### config.mk
export PLATFORM = sky130hd
export DESIGN_NAME = fetch_sequencer
export DESIGN_NICKNAME = d
export VERILOG_FILES = /design/src/rtl/fetch_sequencer_pkg.sv /design/src/rtl/fetch_sequencer_imem_byte_gather.sv /design/src/rtl/fetch_sequencer.sv
export SDC_FILE = /design/constraint.sdc
export NUM_CORES = 1
export LEC_CHECK = 0
export CORE_ASPECT_RATIO = 1.4
export CORE_MARGIN = 5
export CORE_UTILIZATION = 35
export DETAILED_ROUTE_END_ITERATION = 8
export PLACE_DENSITY = 0.54
export SETUP_SLACK_MARGIN = 0.15
export SLEW_MARGIN = 20
export SYNTH_ARGS = -nofsm -noshare
export SYNTH_HDL_FRONTEND = slang
export SYNTH_SLANG_ARGS = --single-unit
export TNS_END_PERCENT = 30
### constraint.sdc
create_clock -name clk -period 10.4 [get_ports clk]
set_input_delay 1.56 -clock clk [delete_from_list [all_inputs] [get_ports clk]]
set_output_delay 1.56 -clock clk [all_outputs]
set_load 0.02 [all_outputs]
### src/rtl/fetch_sequencer_pkg.sv
// Shared types and constants for the instruction fetch sequencer and its byte gatherer.
// FETCH_PERF_CNT_EN (see fetch_sequencer) adds optional performance counters.
package fetch_sequencer_pkg;

    localparam int unsigned InstrW        = 32;
    localparam int unsigned BytesPerInstr = 4;
    localparam logic [10:0] HaltOpc       = 11'h7FF;

    typedef enum logic [2:0] {
        FsIdle,
        FsFetch,
        FsIssue,
        FsDrain,
        FsHalt
    } fetch_state_e;

    function automatic logic is_halt(logic [InstrW-1:0] instr);
        return instr[InstrW-1 -: 11] == HaltOpc;
    endfunction

endpackage

### src/rtl/fetch_sequencer_imem_byte_gather.sv
// Byte gatherer: issues four sequential IMem byte reads and assembles a little-endian word.
// Read data returns one cycle after each request, so beats 1-4 capture bytes 0-3.
module fetch_sequencer_imem_byte_gather
    import fetch_sequencer_pkg::*;
#(
    parameter int unsigned IMEM_AW = 12
) (
    input  logic               clk,
    input  logic               rst,
    input  logic               go,
    input  logic               abort,
    input  logic [IMEM_AW-1:0] base,
    output logic               imem_rd,
    output logic [IMEM_AW-1:0] imem_addr,
    input  logic [7:0]         imem_rdata,
    output logic               done,
    output logic [InstrW-1:0]  word
);

    localparam logic [2:0] LastBeat = 3'(BytesPerInstr);

    logic              active_q;
    logic [2:0]        beat_q;
    logic              done_q;
    logic [InstrW-1:0] word_q;
    logic [1:0]        lane;

    always_comb begin
        imem_rd   = active_q && (beat_q != LastBeat);
        imem_addr = imem_rd ? base + IMEM_AW'(beat_q) : '0;
        lane      = 2'(beat_q - 3'd1);
    end

    // go restarts from beat 0 even mid-sequence, so any byte still in flight is dropped.
    always_ff @(posedge clk or posedge rst) begin
        if (rst) begin
            active_q <= 1'b0;
            beat_q   <= '0;
            done_q   <= 1'b0;
            word_q   <= '0;
        end else if (go) begin
            active_q <= 1'b1;
            beat_q   <= '0;
            done_q   <= 1'b0;
        end else if (abort) begin
            active_q <= 1'b0;
            beat_q   <= '0;
            done_q   <= 1'b0;
        end else begin
            done_q <= 1'b0;
            if (active_q) begin
                if (beat_q != 3'd0) begin
                    word_q[{lane, 3'b000} +: 8] <= imem_rdata;
                end
                if (beat_q == LastBeat) begin
                    active_q <= 1'b0;
                    beat_q   <= '0;
                    done_q   <= 1'b1;
                end else begin
                    beat_q <= beat_q + 3'd1;
                end
            end
        end
    end

    assign done = done_q;
    assign word = word_q;

endmodule

### src/rtl/fetch_sequencer.sv
// Instruction fetch sequencer: owns the PC, gathers 32-bit words from byte-wide IMem,
// hands them to decode, applies redirects and drains to HALT. Option: FETCH_PERF_CNT_EN.
module fetch_sequencer
    import fetch_sequencer_pkg::*;
#(
    parameter int unsigned     PC_W         = 64,
    parameter int unsigned     IMEM_AW      = 12,
    parameter logic [PC_W-1:0] RESET_PC     = '0,
    parameter int unsigned     DRAIN_CYCLES = 5,
    parameter int unsigned     MAX_FETCH    = 0
) (
    input  logic               clk,
    input  logic               rst,
    input  logic               start,
    output logic               imem_rd,
    output logic [IMEM_AW-1:0] imem_addr,
    input  logic [7:0]         imem_rdata,
    input  logic               redirect_valid,
    input  logic [PC_W-1:0]    redirect_pc,
    output logic               if_valid,
    input  logic               if_ready,
    output logic [31:0]        if_instr,
    output logic [PC_W-1:0]    if_pc,
    output logic               busy,
`ifdef FETCH_PERF_CNT_EN
    output logic [31:0]        fetch_count,
    output logic [31:0]        redirect_count,
`endif
    output logic               halted
);

    localparam int unsigned       DrainW    = (DRAIN_CYCLES > 2) ? $clog2(DRAIN_CYCLES) : 1;
    localparam logic [DrainW-1:0] DrainInit =
        DrainW'((DRAIN_CYCLES == 0) ? 0 : DRAIN_CYCLES - 1);

    fetch_state_e      state_q;
    logic [PC_W-1:0]   pc_q;
    logic [31:0]       count_q;
    logic [DrainW-1:0] drain_q;
    logic              if_valid_q;
    logic [InstrW-1:0] if_instr_q;
    logic [PC_W-1:0]   if_pc_q;
    logic              halted_q;

    logic [PC_W-1:0]   redirect_tgt;
    logic              handshake;
    logic              halt_hs;
    logic              redirect_acc;
    logic              limit_hit;
    logic              gather_go;
    logic              gather_done;
    logic [InstrW-1:0] gather_word;
    logic              unused_redirect_lsb;

    assign unused_redirect_lsb = ^redirect_pc[1:0];

    always_comb begin
        redirect_tgt = {redirect_pc[PC_W-1:2], 2'b00};
        handshake    = (state_q == FsIssue) && if_valid_q && if_ready;
        halt_hs      = handshake && is_halt(if_instr_q);
        // A HALT handshake swallows any coincident redirect.
        redirect_acc = redirect_valid && !halt_hs &&
                       ((state_q == FsFetch) || (state_q == FsIssue));
        limit_hit    = handshake && !halt_hs && (MAX_FETCH != 0) &&
                       ((count_q + 32'd1) == MAX_FETCH);
        gather_go    = ((state_q == FsIdle) && start) ||
                       (redirect_acc && !limit_hit) ||
                       (handshake && !halt_hs && !limit_hit);
    end

    fetch_sequencer_imem_byte_gather #(
        .IMEM_AW (IMEM_AW)
    ) u_gather (
        .clk        (clk),
        .rst        (rst),
        .go         (gather_go),
        .abort      (redirect_acc),
        .base       (pc_q[IMEM_AW-1:0]),
        .imem_rd    (imem_rd),
        .imem_addr  (imem_addr),
        .imem_rdata (imem_rdata),
        .done       (gather_done),
        .word       (gather_word)
    );

    always_ff @(posedge clk or posedge rst) begin
        if (rst) begin
            state_q    <= FsIdle;
            pc_q       <= RESET_PC;
            count_q    <= '0;
            drain_q    <= '0;
            if_valid_q <= 1'b0;
            if_instr_q <= '0;
            if_pc_q    <= '0;
            halted_q   <= 1'b0;
        end else begin
            unique case (state_q)
                FsIdle: begin
                    if (start) begin
                        state_q <= FsFetch;
                    end
                end
                FsFetch: begin
                    if (redirect_acc) begin
                        pc_q <= redirect_tgt;
                    end else if (gather_done) begin
                        state_q    <= FsIssue;
                        if_valid_q <= 1'b1;
                        if_instr_q <= gather_word;
                        if_pc_q    <= pc_q;
                    end
                end
                FsIssue: begin
                    if (halt_hs) begin
                        state_q    <= FsDrain;
                        drain_q    <= DrainInit;
                        if_valid_q <= 1'b0;
                    end else if (handshake) begin
                        // The instruction is consumed; a coincident redirect picks the next PC.
                        count_q    <= count_q + 32'd1;
                        pc_q       <= redirect_acc ? redirect_tgt
                                                   : pc_q + PC_W'(BytesPerInstr);
                        if_valid_q <= 1'b0;
                        if (limit_hit) begin
                            state_q <= FsDrain;
                            drain_q <= DrainInit;
                        end else begin
                            state_q <= FsFetch;
                        end
                    end else if (redirect_acc) begin
                        pc_q       <= redirect_tgt;
                        if_valid_q <= 1'b0;
                        state_q    <= FsFetch;
                    end
                end
                FsDrain: begin
                    if (drain_q == '0) begin
                        state_q  <= FsHalt;
                        halted_q <= 1'b1;
                    end else begin
                        drain_q <= drain_q - DrainW'(1);
                    end
                end
                FsHalt: begin
                    halted_q <= 1'b1;
                end
                default: begin
                    state_q <= FsIdle;
                end
            endcase
        end
    end

    assign if_valid = if_valid_q;
    assign if_instr = if_instr_q;
    assign if_pc    = if_pc_q;
    assign halted   = halted_q;
    assign busy     = (state_q != FsIdle) && (state_q != FsHalt);

`ifdef FETCH_PERF_CNT_EN
    logic [31:0] fetch_count_q;
    logic [31:0] redirect_count_q;

    // Both counters saturate rather than wrap.
    always_ff @(posedge clk or posedge rst) begin
        if (rst) begin
            fetch_count_q    <= '0;
            redirect_count_q <= '0;
        end else begin
            if (handshake && (fetch_count_q != 32'hFFFF_FFFF)) begin
                fetch_count_q <= fetch_count_q + 32'd1;
            end
            if (redirect_acc && (redirect_count_q != 32'hFFFF_FFFF)) begin
                redirect_count_q <= redirect_count_q + 32'd1;
            end
        end
    end

    assign fetch_count    = fetch_count_q;
    assign redirect_count = redirect_count_q;
`endif

endmodule

==> key figures <==
Outcome
  • Status: completed

Global routing
  • Largest net degree at the start of global routing: between 70 and 80
  • Vias in the first global route: 8396
  • First-pass GRT wire length: between 40000 and 50000 µm
  • Total Routing Usage GR: 0.180
  • Initial antenna violation count: 0
  • Global route overflow: 0

Timing
  • Setup TNS: 0 ps
  • RSZ-0062 raised after global routing: no
  • Worst Tran Pin Value: 1120 ps
  • Skew final: between 15 and 20 ps
  • Final period util: 0.463
  • Final setup viols: 0
  • Final hold violations: 0
  • Minimum clock period: 4820 ps
  • Max Clk Rate: 208 MHz
  • Slew margin rel.: 0.253
  • Count of final max-slew check failures: 0

Flow run
  • Max cap viols: 0

Setup path
  • CP startpoint: u_gather.beat_q[0]
  • Critical Path AT: about 3300 ps
  • R2r startpoint: state_q[2]
  • Max FO, Critical Path: 9
  • Startpoint types: flop
  • Critical path type: reg2out
  • Critical Path RT: ~8800 ps
  • Reg-to-reg slack, setup: 6480 ps
  • Crit end category: output pin

Floorplan
  • Die footprint: 32900 µm²
  • I/O pin count: 189
  • Starting Density: 0.353
  • Die width: 155 µm
  • Die height: roughly 210 µm
  • CORE AREA: roughly 29000 µm²
  • Core Rows: 74

Drt
  • Via count: roughly 8300
  • DR WL/cell: 19.3 µm
  • Number of routed nets with antenna violations: 0
  • Drt via density: 5.37
  • Initial DRC Count: 440
  • Final WL: about 30000 µm
  • DRC viols: 0
  • 1st-pass router iterations: 4

Clocking
  • Post-CTS Setup Inserts: 0
  • Count of cells resized by post-cts repair: 0
  • CTS H-tree lvls: 1
  • Clock sinks: a little over 200
  • CTS Buffer Depth: 3
  • CTS tree: yes
  • Cts-stage hold buffer count: 0
  • Latest clock arrival within the worst-skew pair: approximately 510 ps
  • Clk pin slew, worst setup/hold paths: 60 ps
  • CTS root buf: clkbuf_16
  • Total CTS buffers: 23

Yosys
  • Syn_nets: ~1100
  • YS warnings: 0
  • Post-synth EDFFs: 0
  • Post-synth top area cell: dfrtp_1
  • Post-synthesis sequential area ratio: 0.500
  • Synth unique cells: 62
  • Async SR Flop Fraction: 1.00
  • Mean post-synth cell area: 10.2 µm²
  • Synth area leaders: dfrtp_1, mux2_2, mux2i_1, nand2_1, a21oi_1
  • Most frequent cell after synthesis: dfrtp_1
  • Mapped Cells: 1003
  • Ys flop type: dfrtp_1
  • Yosys top cell area share: 0.500
  • Synth Cell Area: 10300 µm²
  • Synth top cells by count: dfrtp_1, mux2_2, nand2_1
  • #FFs+latches synth: 205

Final layout
  • Layout cells sized above 1: 0.137
  • Post-layout util: 0.455
  • Fill cell count: roughly 2800
  • Area grow syn2layout: 28.8%
  • Ant. Diodes: 0
  • Final non-filler cell total: 1555
  • Reg area: 5130 µm²
  • Combined area of the multi-input logic cells: 4720 µm²
  • Final nets: 1250

Placed design
  • # port buffers: about 190
  • Final GP Congestion: a little under 0.8
  • Post-placement cell count: 1515
  • Dpl hpwl: 21000 µm

Power
  • Total Power: ~3.3 mW
  • Pwr dens: 249 nW/µm²
  • LEAKAGE: between 5 and 6 nW
  • VDD IR max: ~0.20 mV

Min path
  • Hold path startpoint: halted
  • Min-delay worst type: reg2reg
## power breakdown
part / internal (mW) / total (mW) / switching (mW) / leakage (nW)
registers: 1.06 / 1.30 / 0.231 / 2.57
logic: 0.570 / 1.17 / 0.597 / 2.84
clock network: 0.503 / 0.833 / 0.330 / 0.371
## stage by stage
step	hold WS, ps	area (µm²)	setup WS, ps
5_1_grt	492	13200	5330
2_1_floorplan	461	10300	3240
4_1_cts	476	13200	5540
3_3_place_gp	457	12500	5120
6_report	467	13200	5580
3_5_place_dp	463	12500	5050
## flip-flops by register name, summed over array words and instances (netlist names)
signal / cells
if_pc: 64
pc_q: 64
if_instr: 32
state_q: 3
u_gather.beat_q: 3
drain_q: 3
u_gather.done: 1
if_valid: 1
u_gather.active_q: 1
halted: 1
u_gather.word: 32
## worst max-delay path: stages (launching register included)
cell and delay (ps):
dfrtp_1 500, ha_1 230, inv_1 50, fa_1 370
nor2b_1 190, o21ai_0 160, nor2_1 220, nand3_1 120
xor2_1 160, nor2_1 120, clkdlybuf4s50_1 630
## layout make-up
type,instances,share of cell area
Clock buffer,32,0.0484
Clock inverter,8,0.00918
Inverter,53,0.0156
Multi-Input combinational cell,681,0.357
Sequential cell,205,0.388
Tap cell,380,0.0360
Timing Repair Buffer,196,0.146
## layer usage
layer | global-route usage | up-vias | wire (µm)
li1 | - | 3973 | -
met1 | 0.221 | 4124 | 12100
met2 | 0.327 | 211 | 15700
met3 | 0.0310 | 39 | 1590
met4 | 0.0481 | 0 | 619
met5 | 0 | - | 0
## logic make-up (layout without fill, tap and decap cells)
family          count (synthesis)  after routing  share of synthesized area
compound gates                195            195                      0.124
xor+xnor                        8              8                    0.00683
fa+ha+maj                      13             13                     0.0166
buf+inv                       117            289                     0.0445
flops                         205            205                      0.500
mux                           133            133                      0.142
simple gates                  332            332                      0.167
## final timing paths
path                            cells after the start            end
worst min register to register                      1         halted
worst max-delay path                               10  imem_addr[10]
max in group asynchronous                           3      if_pc[48]
worst max register to register                      6      if_pc[38]
worst min-delay path                                1         halted
min in group asynchronous                           2       if_pc[4]
## cells in the final DEF (no fill, tap or decap), drive strengths merged, types with 13 or more instances in the layout
master and instances:
a211oi 15, a21oi 46, and3 18, clkbuf 32
clkdlybuf4s50 185, dfrtp 205, inv 54, mux2 97
mux2i 36, nand2 88, nand3 46, nand4 25
nor2 55, nor3 25, nor4 13, o21ai 44
o22ai 22, or3 18
(Power assumes the default switching activity.)
